[src/rtl/cla_adder_pipe.sv]
// Two-stage pipelined carry-lookahead adder (4-bit groups, second-level group lookahead) with valid/ready flow control.
// Define CLA_OVF_EN to add the registered two's-complement overflow output ovf.
module cla_adder_pipe #(
   parameter int WIDTH = 16,
   localparam int GROUPS = WIDTH / 4
) (
   input  logic             clk,
   input  logic             rst,
   input  logic             in_valid,
   output logic             in_ready,
   input  logic [WIDTH-1:0] a,
   input  logic [WIDTH-1:0] b,
   input  logic             c_in,
   output logic             out_valid,
   input  logic             out_ready,
   output logic [WIDTH-1:0] sum,
   output logic             c_out,
   output logic             g_all,
   output logic             p_all
`ifdef CLA_OVF_EN
   ,
   output logic             ovf
`endif
);

   function automatic logic grp_gen(input logic [3:0] g, input logic [3:0] p);
      return g[3] | (g[2] & p[3]) | (g[1] & p[2] & p[3]) | (g[0] & p[1] & p[2] & p[3]);
   endfunction

   logic              s1_adv, s2_adv, ld_p1, ld_p2;
   logic              vld_p1_q, vld_p1_d, vld_p2_q, vld_p2_d;
   logic [WIDTH-1:0]  a_p1_q, a_p1_d, b_p1_q, b_p1_d, x_p1_q, x_p1_d;
   logic              cin_p1_q, cin_p1_d;
   logic [GROUPS-1:0] gg_p1_q, gg_p1_d, gp_p1_q, gp_p1_d;
   logic [WIDTH-1:0]  bg, bp;
   logic [GROUPS:0]   cg;
   logic [WIDTH:0]    c;
   logic              gw, acc, pr;
   logic [WIDTH-1:0]  sum_p2_q, sum_p2_d;
   logic              cout_p2_q, cout_p2_d, gall_p2_q, gall_p2_d, pall_p2_q, pall_p2_d;
   logic              ovf_p2_q, ovf_p2_d;

   // Flow control: a stage advances when its downstream slot is empty or draining
   always_comb begin
      s2_adv   = !vld_p2_q || out_ready;
      s1_adv   = !vld_p1_q || s2_adv;
      ld_p1    = s1_adv && in_valid;
      ld_p2    = s2_adv && vld_p1_q;
      vld_p1_d = s1_adv ? in_valid : vld_p1_q;
      vld_p2_d = s2_adv ? vld_p1_q : vld_p2_q;
   end

   // ---- Stage 1: operands, bitwise propagate-sum and per-group G/P ----
   always_comb begin
      a_p1_d   = a_p1_q;
      b_p1_d   = b_p1_q;
      x_p1_d   = x_p1_q;
      cin_p1_d = cin_p1_q;
      gg_p1_d  = gg_p1_q;
      gp_p1_d  = gp_p1_q;
      if (ld_p1) begin
         a_p1_d   = a;
         b_p1_d   = b;
         x_p1_d   = a ^ b;
         cin_p1_d = c_in;
         for (int j = 0; j < GROUPS; j++) begin
            gg_p1_d[j] = grp_gen(a[4*j +: 4] & b[4*j +: 4], a[4*j +: 4] | b[4*j +: 4]);
            gp_p1_d[j] = &(a[4*j +: 4] | b[4*j +: 4]);
         end
      end
   end

   // ---- Stage 2: flat group lookahead, in-group carries, sum ----
   always_comb begin
      bg    = a_p1_q & b_p1_q;
      bp    = a_p1_q | b_p1_q;
      cg    = '0;
      c     = '0;
      gw    = 1'b0;
      acc   = 1'b0;
      pr    = 1'b1;
      cg[0] = cin_p1_q;
      // Each group carry is a sum of products over all lower groups, no ripple
      for (int j = 0; j < GROUPS; j++) begin
         acc = 1'b0;
         pr  = 1'b1;
         for (int k = j; k >= 0; k--) begin
            acc = acc | (gg_p1_q[k] & pr);
            pr  = pr & gp_p1_q[k];
         end
         cg[j+1] = acc | (pr & cin_p1_q);
         if (j == GROUPS - 1) gw = acc;
      end
      for (int j = 0; j < GROUPS; j++) begin
         for (int i = 0; i < 4; i++) begin
            acc = 1'b0;
            pr  = 1'b1;
            for (int k = i - 1; k >= 0; k--) begin
               acc = acc | (bg[4*j+k] & pr);
               pr  = pr & bp[4*j+k];
            end
            c[4*j+i] = acc | (pr & cg[j]);
         end
      end
      c[WIDTH] = cg[GROUPS];
   end

   always_comb begin
      sum_p2_d  = sum_p2_q;
      cout_p2_d = cout_p2_q;
      gall_p2_d = gall_p2_q;
      pall_p2_d = pall_p2_q;
      ovf_p2_d  = ovf_p2_q;
      if (ld_p2) begin
         sum_p2_d  = x_p1_q ^ c[WIDTH-1:0];
         cout_p2_d = c[WIDTH];
         gall_p2_d = gw;
         pall_p2_d = &gp_p1_q;
`ifdef CLA_OVF_EN
         ovf_p2_d  = c[WIDTH-1] ^ c[WIDTH];
`else
         ovf_p2_d  = 1'b0;
`endif
      end
   end

   always_ff @(posedge clk) begin
      a_p1_q   <= a_p1_d;
      b_p1_q   <= b_p1_d;
      x_p1_q   <= x_p1_d;
      cin_p1_q <= cin_p1_d;
      gg_p1_q  <= gg_p1_d;
      gp_p1_q  <= gp_p1_d;
   end

   // Result registers are cleared by reset so no stale data is visible afterwards
   always_ff @(posedge clk or posedge rst) begin
      if (rst) begin
         vld_p1_q  <= 1'b0;
         vld_p2_q  <= 1'b0;
         sum_p2_q  <= '0;
         cout_p2_q <= 1'b0;
         gall_p2_q <= 1'b0;
         pall_p2_q <= 1'b0;
         ovf_p2_q  <= 1'b0;
      end else begin
         vld_p1_q  <= vld_p1_d;
         vld_p2_q  <= vld_p2_d;
         sum_p2_q  <= sum_p2_d;
         cout_p2_q <= cout_p2_d;
         gall_p2_q <= gall_p2_d;
         pall_p2_q <= pall_p2_d;
         ovf_p2_q  <= ovf_p2_d;
      end
   end

   assign in_ready  = s1_adv;
   assign out_valid = vld_p2_q;
   assign sum       = sum_p2_q;
   assign c_out     = cout_p2_q;
   assign g_all     = gall_p2_q;
   assign p_all     = pall_p2_q;
`ifdef CLA_OVF_EN
   assign ovf       = ovf_p2_q;
`else
   logic unused_ovf;
   assign unused_ovf = ovf_p2_q;
`endif

endmodule

[config.mk]
export PLATFORM = sky130hd
export DESIGN_NAME = cla_adder_pipe
export DESIGN_NICKNAME = d
export VERILOG_FILES = /design/src/rtl/cla_adder_pipe.sv
export SDC_FILE = /design/constraint.sdc
export NUM_CORES = 1
export LEC_CHECK = 0
export ABC_AREA = 1
export BUFFER_PORTS_ARGS = -buffer_cell sky130_fd_sc_hd__buf_2
export CAP_MARGIN = 10
export CORE_AREA = 10 10 99 101
export CTS_BUF_LIST = sky130_fd_sc_hd__clkbuf_4
export DETAILED_ROUTE_END_ITERATION = 7
export DIE_AREA = 0 0 109 111
export MAX_ROUTING_LAYER = met4
export PLACE_DENSITY = 0.67
export SKIP_LAST_GASP = 1
export SYNTH_ARGS = -nofsm -noshare
export SYNTH_HDL_FRONTEND = slang
export SYNTH_SLANG_ARGS = --single-unit
[constraint.sdc]
create_clock -name clk -period 3.6 [get_ports clk]
set_clock_uncertainty 0.1 [all_clocks]
set_input_delay 0 -clock clk [delete_from_list [all_inputs] [get_ports clk]]
set_output_delay 0 -clock clk [all_outputs]
set_load 0.01 [all_outputs]
Word level (Yosys, flattened, before mapping)
Index checks and enable logic that the tools add are counted.
{"block": "totals", "wordCells": 157, "mem_bits_rw": 0, "mem_bits_ro": 0, "register_bits": 76, "out_inout_bits": 21, "latchBits": 0, "memories": 0}
{"block": "classes", "muxes": 0, "magnitude_cmp": 0, "n_reduce_logical": 11, "bitwise_logic": 134, "n_mul": 0, "div_mod_pow": 0, "eq_ne": 0, "addsub": 0, "shifts": 0}
{"cell": "$and A1 B1 Y1", "count": 76}
{"cell": "$or A1 B1 Y1", "count": 46}
{"cell": "$xor A16 B16 Y16", "count": 2}
{"cell": "$reduce_and A4 Y1", "count": 5}
{"cell": "$and A4 B4 Y4", "count": 4}
{"cell": "$or A4 B4 Y4", "count": 4}
{"cell": "$and A15 B15 Y15", "count": 1}
{"cell": "$or A15 B15 Y15", "count": 1}
{"cell": "$logic_and A1 B1 Y1", "count": 2}
{"cell": "$logic_not A1 Y1", "count": 2}
{"cell": "$logic_or A1 B1 Y1", "count": 2}

Longest topological paths before layout
Gate-level depths: netlist (run 1).
{"block": "logic_depth", "ltp_word": 7, "depth_mapped": 9, "mapped_depth_nobuf": 9}

Worst setup path after synthesis (run 1)
No wires, ideal clock.
{"block": "synth_path", "kind": "register to register", "startpoint": "register vld_p2_q (netlist: out_valid)", "endpoint": "register a_p1_q[0], enable pin", "arrival_time_ns": 1.698, "stages_incl_launch_ff": 4, "path_slack_ns": 1.399, "setup_time_ns": 0.403, "period_less_slack_ns": 2.201, "path_cell_list": "dfrtp_1 > nand3_1 > nand2_1 > inv_1"}
{"block": "synth_via", "elab_chain_cells": 4}
{"element": "from (decl)", "line_no": "31", "text": "logic vld_p1_q, vld_p1_d, vld_p2_q, vld_p2_d;"}
{"element": "from (signal assigned)", "line_no": "148", "text": "vld_p2_q <= vld_p2_d;"}
{"element": "$logic_not A1 Y1", "line_no": "45", "text": "s2_adv = !vld_p2_q || out_ready;"}
{"element": "$logic_or A1 B1 Y1", "line_no": "45"}
{"element": "$logic_or A1 B1 Y1", "line_no": "46", "text": "s1_adv = !vld_p1_q || s2_adv;"}
{"element": "net in_ready", "line_no": "10", "text": "output logic in_ready,"}
{"element": "$logic_and A1 B1 Y1", "line_no": "47", "text": "ld_p1 = s1_adv && in_valid;"}
{"element": "net ld_p1", "line_no": "30", "text": "logic s1_adv, s2_adv, ld_p1, ld_p2;"}
{"element": "to (signal assigned)", "line_no": "128", "text": "a_p1_q <= a_p1_d;"}
{"element": "to (decl)", "line_no": "32", "text": "logic [WIDTH-1:0] a_p1_q, a_p1_d, b_p1_q, b_p1_d, x_p1_q, x_p1_d;"}
The timed path passes the listed nets, and every way through them passes these cells.
A chain may end at the register's enable or synchronous reset.

Worst setup path after layout (run 1)
{"block": "layout_path", "startpoint": "register vld_p2_q (netlist: out_valid)", "endpoint": "register b_p1_q[14], enable pin"}
{"block": "layout_via", "elab_chain_cells": 4}
{"element": "$logic_not A1 Y1", "line_no": "45"}
{"element": "$logic_or A1 B1 Y1", "line_no": "45"}
{"element": "$logic_or A1 B1 Y1", "line_no": "46"}
{"element": "$logic_and A1 B1 Y1", "line_no": "47"}
{"element": "net ld_p1", "line_no": "30"}
{"element": "to (signal assigned)", "line_no": "129", "text": "b_p1_q <= b_p1_d;"}
{"element": "to (decl)", "line_no": "32"}
The timed path passes the listed nets, and every way through them passes these cells.

==> flow_summary.json, run 1 <==
{
  "cellPowerDensity_nw_per_um2": 449,
  "use_met1": 0.145,
  "clock.fmax_ghz": 0.428,
  "setup_violations": 0,
  "detail_route.iter0.violations": 85,
  "first_pass_grt_wire_length_um": 12100,
  "number_of_warnings_printed_during_yosys_synthesis": 0,
  "most_common_cell_after_layout_fill_and_taps_aside": "sky130_fd_sc_hd__nand2_1",
  "root_buffer": "sky130_fd_sc_hd__clkbuf_4",
  "critical-path-max-stage-delay_ns": 0.72,
  "ys_ff_latch": 70,
  "first_global_vias": 2697,
  "finalWirelength_um": 7000,
  "core-area_um2": 7970,
  "cts.path.max_buffers": 2,
  "cp_slowest_cell": "sky130_fd_sc_hd__clkinv_1",
  "wl_per_cell_um": 12.1,
  "slew-limit-headroom": 0.379,
  "netlist_area_um2": 3600,
  "clock_tree_from_tritoncts": "done",
  "initial_utilization": 0.452,
  "fraction_of_met2_tracks_used_by_global_routing": 0.209,
  "layout_cell_share_with_drive_strength_beyond_1": 0.200,
  "place_hpwl_um": 5050,
  "rsz0062_at_grt": "false",
  "crit_start": "out_valid",
  "tritoncts_num_sinks": 70,
  "h_tree_level_count": 3,
  "data_arrival_time_of_the_critical_path_ns": 2.37,
  "timing.max_cap.violations": 0,
  "drc_errors": 0,
  "final_global_route_overflow_total": 0,
  "net_count_after_synthesis": 431,
  "gp_congestion": 0.790,
  "viasPerCell": 4.54,
  "row_cnt": 33,
  "maxSlewViolCount": 0,
  "tritoncts.num_buffers": 9,
  "antenna_cells_inserted": 0,
  "cts.reportedPaths.clkPinSlew_ns": 0.12,
  "area_growth_syn_to_layout_pct": 27.3,
  "netlist_instances": 362,
  "placement.io_buffers": 57,
  "postCtsSetupBuffers": 0,
  "timing.critical_path.to_type": "register",
  "drt_pass1_iterations": 4,
  "die_height_um": 111,
  "global_route.usage.total": 0.127,
  "vias": 2633,
  "die_w_um": 109,
  "yosys.cell_types.count": 32,
  "crit_path_max_fanout": 26,
  "timing_worst_slew_pin_value_ns": 0.926,
  "clock_insertion_delay_worst_skew_ns": 0.40,
  "grt_met3_usage": 0.0256,
  "final_util": 0.575,
  "final-instance-count-excl-fill": 580,
  "busiest_layer": "met2",
  "die_area_um2": 12100,
  "kind_of_critical_path": "register to register",
  "status": "finished, final reports clean",
  "power.ir.vdd_worst_mv": 0.184,
  "rr_startpoint": "out_valid",
  "worstPathRequired_ns": 3.63,
  "synth_area_per_cell_um2": 9.95,
  "timing.final.crit_period_ns": 2.34,
  "post-route-period-util": 0.649,
  "synth_seq_area_share": 0.554,
  "mostFrequentLayoutCells": "sky130_fd_sc_hd__nand2_1 (80), sky130_fd_sc_hd__inv_1 (64), sky130_fd_sc_hd__buf_2 (57)",
  "hold_viol": 0,
  "setup_total_negative_slack_ns": 0,
  "worstPathCellList": "nand3_1, nand2_1, clkinv_1, buf_4",
  "holdCritPathClass": "input pin to async pin",
  "power_leakage_uw": 0.00227,
  "antenna_left": 0,
  "antenna_found_initial": 0,
  "nets": 539,
  "io-pin-count": 58,
  "placed_cells_incl_taps": 522,
  "startpoint_type_of_the_worst_setup_path": "register",
  "grt_max_degree": 27
}
-- layout make-up --
| cell class | count | area [um2] |
|---|---|---|
| Timing Repair Buffer | 100 | 713 |
| Tap cell | 105 | 131 |
| Fill cell | 702 | 3380 |
| Multi-Input combinational cell | 222 | 1330 |
| Sequential cell | 70 | 2000 |
| Inverter | 67 | 251 |
| Clock buffer | 10 | 75.1 |
| Clock inverter | 6 | 86.3 |
-- sequential cells by signal, indices dropped and copies added (netlist names) --
name and cells:
p_all 1, out_valid 1, vld_p1_q 1, gg_p1_q 4, a_p1_q 12, sum 16, b_p1_q 12, gp_p1_q 4
c_out 1, g_all 1, cin_p1_q 1, x_p1_q 16
-- repair_timing --
item                      CTS  global route
resized for setup           0             0
hold endpoints to repair   72             0
hold buffers               42             0
-- routing by layer --
| metal | up-vias | part of all wire |
|---|---|---|
| li1 | 1373 | - |
| met1 | 1197 | 0.44 |
| met2 | 54 | 0.50 |
| met3 | 9 | 0.042 |
| met4 | 0 | 0.014 |
| met5 | - | 0 |
-- Yosys cell counts --
library cell	number	share of area
sky130_fd_sc_hd__nand2_2	6	0.010
sky130_fd_sc_hd__or2_0	1	0.0017
sky130_fd_sc_hd__o21bai_1	2	0.0042
sky130_fd_sc_hd__o21ai_0	5	0.0069
sky130_fd_sc_hd__inv_2	2	0.0021
sky130_fd_sc_hd__nand4_1	2	0.0035
sky130_fd_sc_hd__dfrtp_1	21	0.15
sky130_fd_sc_hd__xor2_1	1	0.0024
sky130_fd_sc_hd__o21ai_2	2	0.0049
sky130_fd_sc_hd__a31oi_1	1	0.0017
sky130_fd_sc_hd__o211ai_1	1	0.0021
sky130_fd_sc_hd__nand2_1	80	0.083
sky130_fd_sc_hd__or2_2	3	0.0052
sky130_fd_sc_hd__o21a_1	2	0.0042
sky130_fd_sc_hd__nand2_4	3	0.0094
sky130_fd_sc_hd__a21oi_4	2	0.0090
sky130_fd_sc_hd__o21ai_1	4	0.0056
sky130_fd_sc_hd__nor2_1	32	0.033
sky130_fd_sc_hd__buf_4	1	0.0021
sky130_fd_sc_hd__a21oi_1	8	0.011
sky130_fd_sc_hd__nor2_4	1	0.0031
sky130_fd_sc_hd__nor3_1	3	0.0042
sky130_fd_sc_hd__nand3_1	19	0.026
sky130_fd_sc_hd__ha_1	32	0.11
sky130_fd_sc_hd__buf_2	1	0.0014
sky130_fd_sc_hd__nor2_2	2	0.0035
sky130_fd_sc_hd__nor4_1	1	0.0017
sky130_fd_sc_hd__inv_1	65	0.068
sky130_fd_sc_hd__edfxtp_1	49	0.41
sky130_fd_sc_hd__nand3b_1	4	0.0083
sky130_fd_sc_hd__buf_6	1	0.0031
sky130_fd_sc_hd__xnor2_1	5	0.012
-- cell families (layout without fill, tap and decap cells) --
group	after synthesis	count (layout)	synth area share
xor+xnor	6	6	0.0146
simple gates	157	157	0.194
fa+ha+maj	32	32	0.111
flops	70	70	0.554
buf+inv	70	183	0.0764
compound gates	27	27	0.0497
-- power breakdown --
part           internal, uW  total (uW)  switching [uW]  leakage, uW
clock network           288         567             279    0.0000864
logic                   193         440             247      0.00146
registers               989        1050            62.4     0.000727
-- per-stage QoR --
step	hold WS, ns	worst slack (ns)	power (uW)	instance area, um2
6_report	0.200	1.26	2060	4590
3_5_place_dp	0.0993	1.24	1480	4000
4_1_cts	0.193	1.25	2080	4590
3_3_place_gp	0.0977	1.34	1470	4000
2_1_floorplan	-0.123	1.40	1320	3600
5_1_grt	0.163	1.05	2190	4590
-- worst max-delay path: cells and delay by family (launching register included) --
family                 cells  cell delay [ns]
and+or+nand+nor            2             0.26
DFF                        1             0.45
buffers and inverters      2             1.26
-- final timing paths --
path	end	slack, ns	depth (start not counted)
worst max-delay path	b_p1_q[14]	1.26	4
worst min-delay path	sum[9]	0.20	3
worst max register to register	b_p1_q[14]	1.26	4
worst min register to register	sum[14]	0.39	2
max in group asynchronous	sum[13]	2.66	3
min in group clk	cin_p1_q	0.21	2
Power figures use the tool's default switching activity.
==> inputs of run 2 (changes only) <==
--- a/config.mk
+++ b/config.mk
@@ -13,7 +13,7 @@
 export DETAILED_ROUTE_END_ITERATION = 7
 export DIE_AREA = 0 0 109 111
 export MAX_ROUTING_LAYER = met4
-export PLACE_DENSITY = 0.67
+export PLACE_DENSITY = 0.7
 export SKIP_LAST_GASP = 1
 export SYNTH_ARGS = -nofsm -noshare
 export SYNTH_HDL_FRONTEND = slang
==> constraint.sdc (replaced) <==
create_clock -name clk -period 2.1 [get_ports clk]
set_clock_uncertainty 0.1 [all_clocks]
set_input_delay 0 -clock clk [delete_from_list [all_inputs] [get_ports clk]]
set_output_delay 0 -clock clk [all_outputs]
set_load 0.01 [all_outputs]
==> flow_summary.json, run 2 (synthesis results as in run 1) <==
{
  "drt_pass1_iterations": 4,
  "seq_area_um2": 2000,
  "r2r.worst_path.cells": 4,
  "worstPathRequired_ns": 2.17,
  "cts.path.max_buffers": 2,
  "kind_of_critical_path": "register to register",
  "rsz0062_at_grt": "false",
  "maxSlewViolCount": 0,
  "h_tree_level_count": 3,
  "viasPerCell": 4.57,
  "global_route.usage.total": 0.127,
  "postCtsSetupBuffers": 0,
  "detail_route.iter0.violations": 75,
  "nets": 540,
  "antenna_found_initial": 0,
  "place_hpwl_um": 5300,
  "setup_total_negative_slack_ns": 0,
  "root_buffer": "sky130_fd_sc_hd__clkbuf_4",
  "clock_tree_from_tritoncts": "done",
  "multi_input_comb_area_um2": 1330,
  "wl_per_cell_um": 12.1,
  "timing_worst_slew_pin_value_ns": 0.877,
  "setup_violations": 0,
  "fin_total_pwr_uw": 3510,
  "final_util": 0.577,
  "first_pass_grt_wire_length_um": 12000,
  "initial_utilization": 0.452,
  "grt_max_degree": 25,
  "slew-limit-headroom": 0.415,
  "first_global_vias": 2716,
  "io-pin-count": 58,
  "crit_start": "out_valid",
  "power.ir.vdd_worst_mv": 0.269,
  "status": "finished, final reports clean",
  "timing.reg2reg.setup_slack_ns": 0.37,
  "tritoncts_num_sinks": 70,
  "die_area_um2": 12100,
  "timing.max_cap.violations": 0,
  "clock.fmax_ghz": 0.579,
  "die_w_um": 109,
  "area_growth_syn_to_layout_pct": 27.7,
  "final-instance-count-excl-fill": 581,
  "antenna_cells_inserted": 0,
  "rr_startpoint": "out_valid",
  "timing.critical_path.to_type": "register",
  "finalWirelength_um": 7060,
  "most_common_cell_after_layout_fill_and_taps_aside": "sky130_fd_sc_hd__nand2_1",
  "row_cnt": 33,
  "tritoncts.num_buffers": 9,
  "post-route-period-util": 0.823,
  "drc_errors": 0,
  "antenna_left": 0,
  "die_height_um": 111,
  "cts.reportedPaths.clkPinSlew_ns": 0.11,
  "rr_endpoint": "x_p1_q[0]",
  "startpoint_type_of_the_worst_setup_path": "register",
  "holdCritPathClass": "input pin to async pin",
  "timing.final.crit_period_ns": 1.73,
  "cellPowerDensity_nw_per_um2": 763,
  "data_arrival_time_of_the_critical_path_ns": 1.80,
  "final_global_route_overflow_total": 0,
  "vias": 2653,
  "hold_viol": 0,
  "placement.io_buffers": 57,
  "mostFrequentLayoutCells": "sky130_fd_sc_hd__nand2_1 (80), sky130_fd_sc_hd__inv_1 (64), sky130_fd_sc_hd__buf_2 (57)",
  "clock_insertion_delay_worst_skew_ns": 0.40,
  "crit_path_max_fanout": 16,
  "core-area_um2": 7970,
  "power_leakage_uw": 0.00227,
  "n_fill_cell": 687,
  "placed_cells_incl_taps": 524,
  "layout_cell_share_with_drive_strength_beyond_1": 0.204,
  "gp_congestion": 0.842
}
## run 2: cell types whose count changed in the layout (fill, tap and decap cells not counted)
cell / previous run / this run
sky130_fd_sc_hd__clkinvlp_4: 1 / 3
sky130_fd_sc_hd__clkinv_4: 1 / 0
sky130_fd_sc_hd__clkbuf_4: 10 / 9
sky130_fd_sc_hd__buf_12: 0 / 1
sky130_fd_sc_hd__dlygate4sd3_1: 42 / 41
sky130_fd_sc_hd__buf_4: 1 / 2
## run 2: area by class of cell
cell class	instances	share of cell area
flip-flops and latches	70	0.434
multi-input cells	222	0.289
repair buffers	101	0.159
inverters	67	0.0555
well taps	105	0.0285
clock inverters	7	0.0193
clock buffers	9	0.0147
## run 2: how the worst max path moves through the flow
stage	to	slack [ns]	cells after the start
final	x_p1_q[0]	0.37	4
after global placement	b_p1_q[2]	0.42	4
after detailed placement	b_p1_q[1]	0.37	4
after floorplan	a_p1_q[0]	0.1	3
after global routing	x_p1_q[1]	0.22	4
after CTS	x_p1_q[1]	0.36	4
## run 2: worst max-delay path: stages, from the launching register on
cell and delay, ns:
sky130_fd_sc_hd__dfrtp_1 0.44, sky130_fd_sc_hd__nand3_1 0.15, sky130_fd_sc_hd__nand2_1 0.15, sky130_fd_sc_hd__clkinvlp_4 0.33
sky130_fd_sc_hd__buf_4 0.31
## run 2: stage by stage
stage	setup slack, ns	cell area (um2)	hold slack [ns]
floorplan	0.0988	3610	-0.123
global placement	0.424	4040	0.101
detailed placement	0.375	4040	0.100
CTS	0.364	4600	0.201
global route	0.224	4600	0.210
finish	0.373	4600	0.208
## run 2: per-layer routing
metal	wire, um	vias to the layer above	share of wire	track usage
met5	0	-	0	-
met4	129	0	0.018	0.0554
met3	287	12	0.041	0.0244
met2	3580	51	0.51	0.216
met1	3060	1208	0.43	0.140
li1	-	1382	-	-
## run 2: what timing repair did
item,CTS,global route
endpoints found under the hold margin,76,0
resized for setup,0,0
hold buffers,41,0
## run 2: report_power, final
group,leakage [uW],internal [uW],switching [uW]
clock,0.0000794,474,468
combinational,0.00146,338,427
sequential,0.000727,1690,108
total,0.00227,2510,1000
==> inputs of run 3 (changes only) <==
--- a/config.mk
+++ b/config.mk
@@ -13,7 +13,7 @@
 export DETAILED_ROUTE_END_ITERATION = 7
 export DIE_AREA = 0 0 109 111
 export MAX_ROUTING_LAYER = met4
-export PLACE_DENSITY = 0.7
+export PLACE_DENSITY = 0.67
 export SKIP_LAST_GASP = 1
 export SYNTH_ARGS = -nofsm -noshare
 export SYNTH_HDL_FRONTEND = slang
==> constraint.sdc (replaced) <==
create_clock -name clk -period 1.7 [get_ports clk]
set_clock_uncertainty 0.1 [all_clocks]
set_input_delay 0 -clock clk [delete_from_list [all_inputs] [get_ports clk]]
set_output_delay 0 -clock clk [all_outputs]
set_load 0.01 [all_outputs]
==> flow_summary.json, run 3 (synthesis results as in run 1) <==
{
  "status": "finished, final reports clean",
  "gp_congestion": 0.802,
  "clock_insertion_delay_worst_skew_ns": 0.41,
  "initial_utilization": 0.452,
  "finalWirelength_um": 7210,
  "highest_layer": "met4",
  "first_global_vias": 2681,
  "die_w_um": 109,
  "timing.max_cap.violations": 0,
  "nets": 539,
  "layout_cell_share_with_drive_strength_beyond_1": 0.206,
  "pwr-share-seq": 0.550,
  "antenna_found_initial": 3,
  "core-area_um2": 7970,
  "die_area_um2": 12100,
  "timing.critical_path.to_type": "register",
  "resize_count_post_cts": 0,
  "routedLengthMet1_um": 3120,
  "cts.path.max_buffers": 2,
  "timing.reg2reg.setup_slack_ns": 0.25,
  "row_cnt": 33,
  "clock_tree_from_tritoncts": "done",
  "cts.reportedPaths.clkPinSlew_ns": 0.11,
  "power.ir.vdd_worst_mv": 0.439,
  "final_global_route_overflow_total": 0,
  "n_fill_cell": 694,
  "crit_path_end": "x_p1_q[11]",
  "wl_per_cell_um": 12.4,
  "drt_pass1_iterations": 4,
  "kind_of_critical_path": "input pin to register",
  "h_tree_level_count": 3,
  "drc_errors": 0,
  "die_height_um": 111,
  "slew-limit-headroom": 0.451,
  "final_util": 0.574,
  "setup_violations": 0,
  "global_route.usage.total": 0.133,
  "timing_worst_slew_pin_value_ns": 0.823,
  "post-route-period-util": 0.856,
  "rr_endpoint": "vld_p1_q",
  "routed-wl-met3_um": 306,
  "p_comb_frac": 0.230,
  "viasPerCell": 4.58,
  "tritoncts.num_buffers": 9,
  "clock.fmax_ghz": 0.687,
  "mostFrequentLayoutCells": "sky130_fd_sc_hd__nand2_1 (79), sky130_fd_sc_hd__inv_1 (64), sky130_fd_sc_hd__buf_2 (57)",
  "postLayoutCellArea_um2": 4580,
  "startpoint_type_of_the_worst_setup_path": "input pin",
  "dpl_cell_area_um2": 4050,
  "vias": 2671,
  "crit_path_max_fanout": 2,
  "p_int_uw": 2870,
  "place_hpwl_um": 5200,
  "fin_total_pwr_uw": 4090,
  "tritoncts_num_sinks": 70,
  "total_switching_power_uw": 1220,
  "timing.final.crit_period_ns": 1.45,
  "holdCritPathClass": "input pin to async pin",
  "hold_viol": 0,
  "grt_max_degree": 50,
  "data_arrival_time_of_the_critical_path_ns": 1.53,
  "timing.hold.ws_ns": 0.177,
  "cellPowerDensity_nw_per_um2": 894,
  "postCtsSetupBuffers": 0,
  "area_growth_syn_to_layout_pct": 27.0,
  "maxSlewViolCount": 0,
  "r2r.worst_path.cells": 4,
  "detail_route.iter0.violations": 80,
  "holdBufCountCts": 41,
  "rsz0062_at_grt": "false",
  "sw_frac_of_total": 0.298,
  "io-pin-count": 58,
  "placement.io_buffers": 57,
  "crit_start": "a[11]",
  "most_common_cell_after_layout_fill_and_taps_aside": "sky130_fd_sc_hd__nand2_1",
  "worstPathRequired_ns": 1.77,
  "antenna_left": 0,
  "first_pass_grt_wire_length_um": 12400,
  "rr_startpoint": "out_valid",
  "power_leakage_uw": 0.00226,
  "clock_power_share": 0.221,
  "route.met2.wl_um": 3530,
  "root_buffer": "sky130_fd_sc_hd__clkbuf_4"
}
-- run 3: cell count changes in the layout (fill, tap and decap cells not counted), sizes merged --
cell      delta
diode        +3
clkinvlp     -2
bufinv       -2
clkbuf       +4
buf          -1
-- run 3: final cells by class --
class | instances | area, um2 | area share
diodes | 3 | 7.51 | 0.00164
clock buffers | 13 | 97.6 | 0.0213
clock inverters | 3 | 12.5 | 0.00273
inverters | 67 | 255 | 0.0558
multi-input cells | 222 | 1350 | 0.295
flip-flops and latches | 70 | 2000 | 0.437
well taps | 105 | 131 | 0.0287
repair buffers | 100 | 723 | 0.158
-- run 3: per-layer routing --
metal / vias up / GRT usage
li1: 1381 / -
met1: 1218 / 0.151
met2: 50 / 0.205
met3: 22 / 0.0302
met4: 0 / 0.0871
met5: - / -
-- run 3: metrics by stage --
step                setup WS (ns)  instances  TNS [ns]
global placement            0.316        523         0
detailed placement          0.274        523         0
CTS                         0.245        580         0
global route                0.123        583         0
finish                      0.245        583         0
floorplan                  -0.111        362     -5.42
-- run 3: critical path, stage by stage --
cell and delay [ns]:
sky130_fd_sc_hd__dlygate4sd3_1 0.52, sky130_fd_sc_hd__buf_2 0.11, sky130_fd_sc_hd__inv_1 0.04, sky130_fd_sc_hd__ha_1 0.28, sky130_fd_sc_hd__dlygate4sd3_1 0.57
-- run 3: worst min-delay path by stage --
| stage | to | start | cells after the start |
|---|---|---|---|
| 2_1_floorplan | c_out | rst | 1 |
| 6_report | sum[4] | rst | 3 |
| 4_1_cts | sum[4] | rst | 3 |
| 3_3_place_gp | sum[10] | rst | 2 |
| 3_5_place_dp | cin_p1_q | c_in | 1 |
| 5_1_grt | cin_p1_q | c_in | 2 |
-- run 3: power groups by stage --
| stage | Clock, uW | Combinational (uW) | Sequential [uW] |
|---|---|---|---|
| after floorplan | 0 | 481 | 2320 |
| after global placement | 0 | 853 | 2290 |
| after detailed placement | 0 | 874 | 2290 |
| after CTS | 928 | 958 | 2250 |
| after global routing | 1020 | 1080 | 2280 |
| final | 904 | 939 | 2250 |
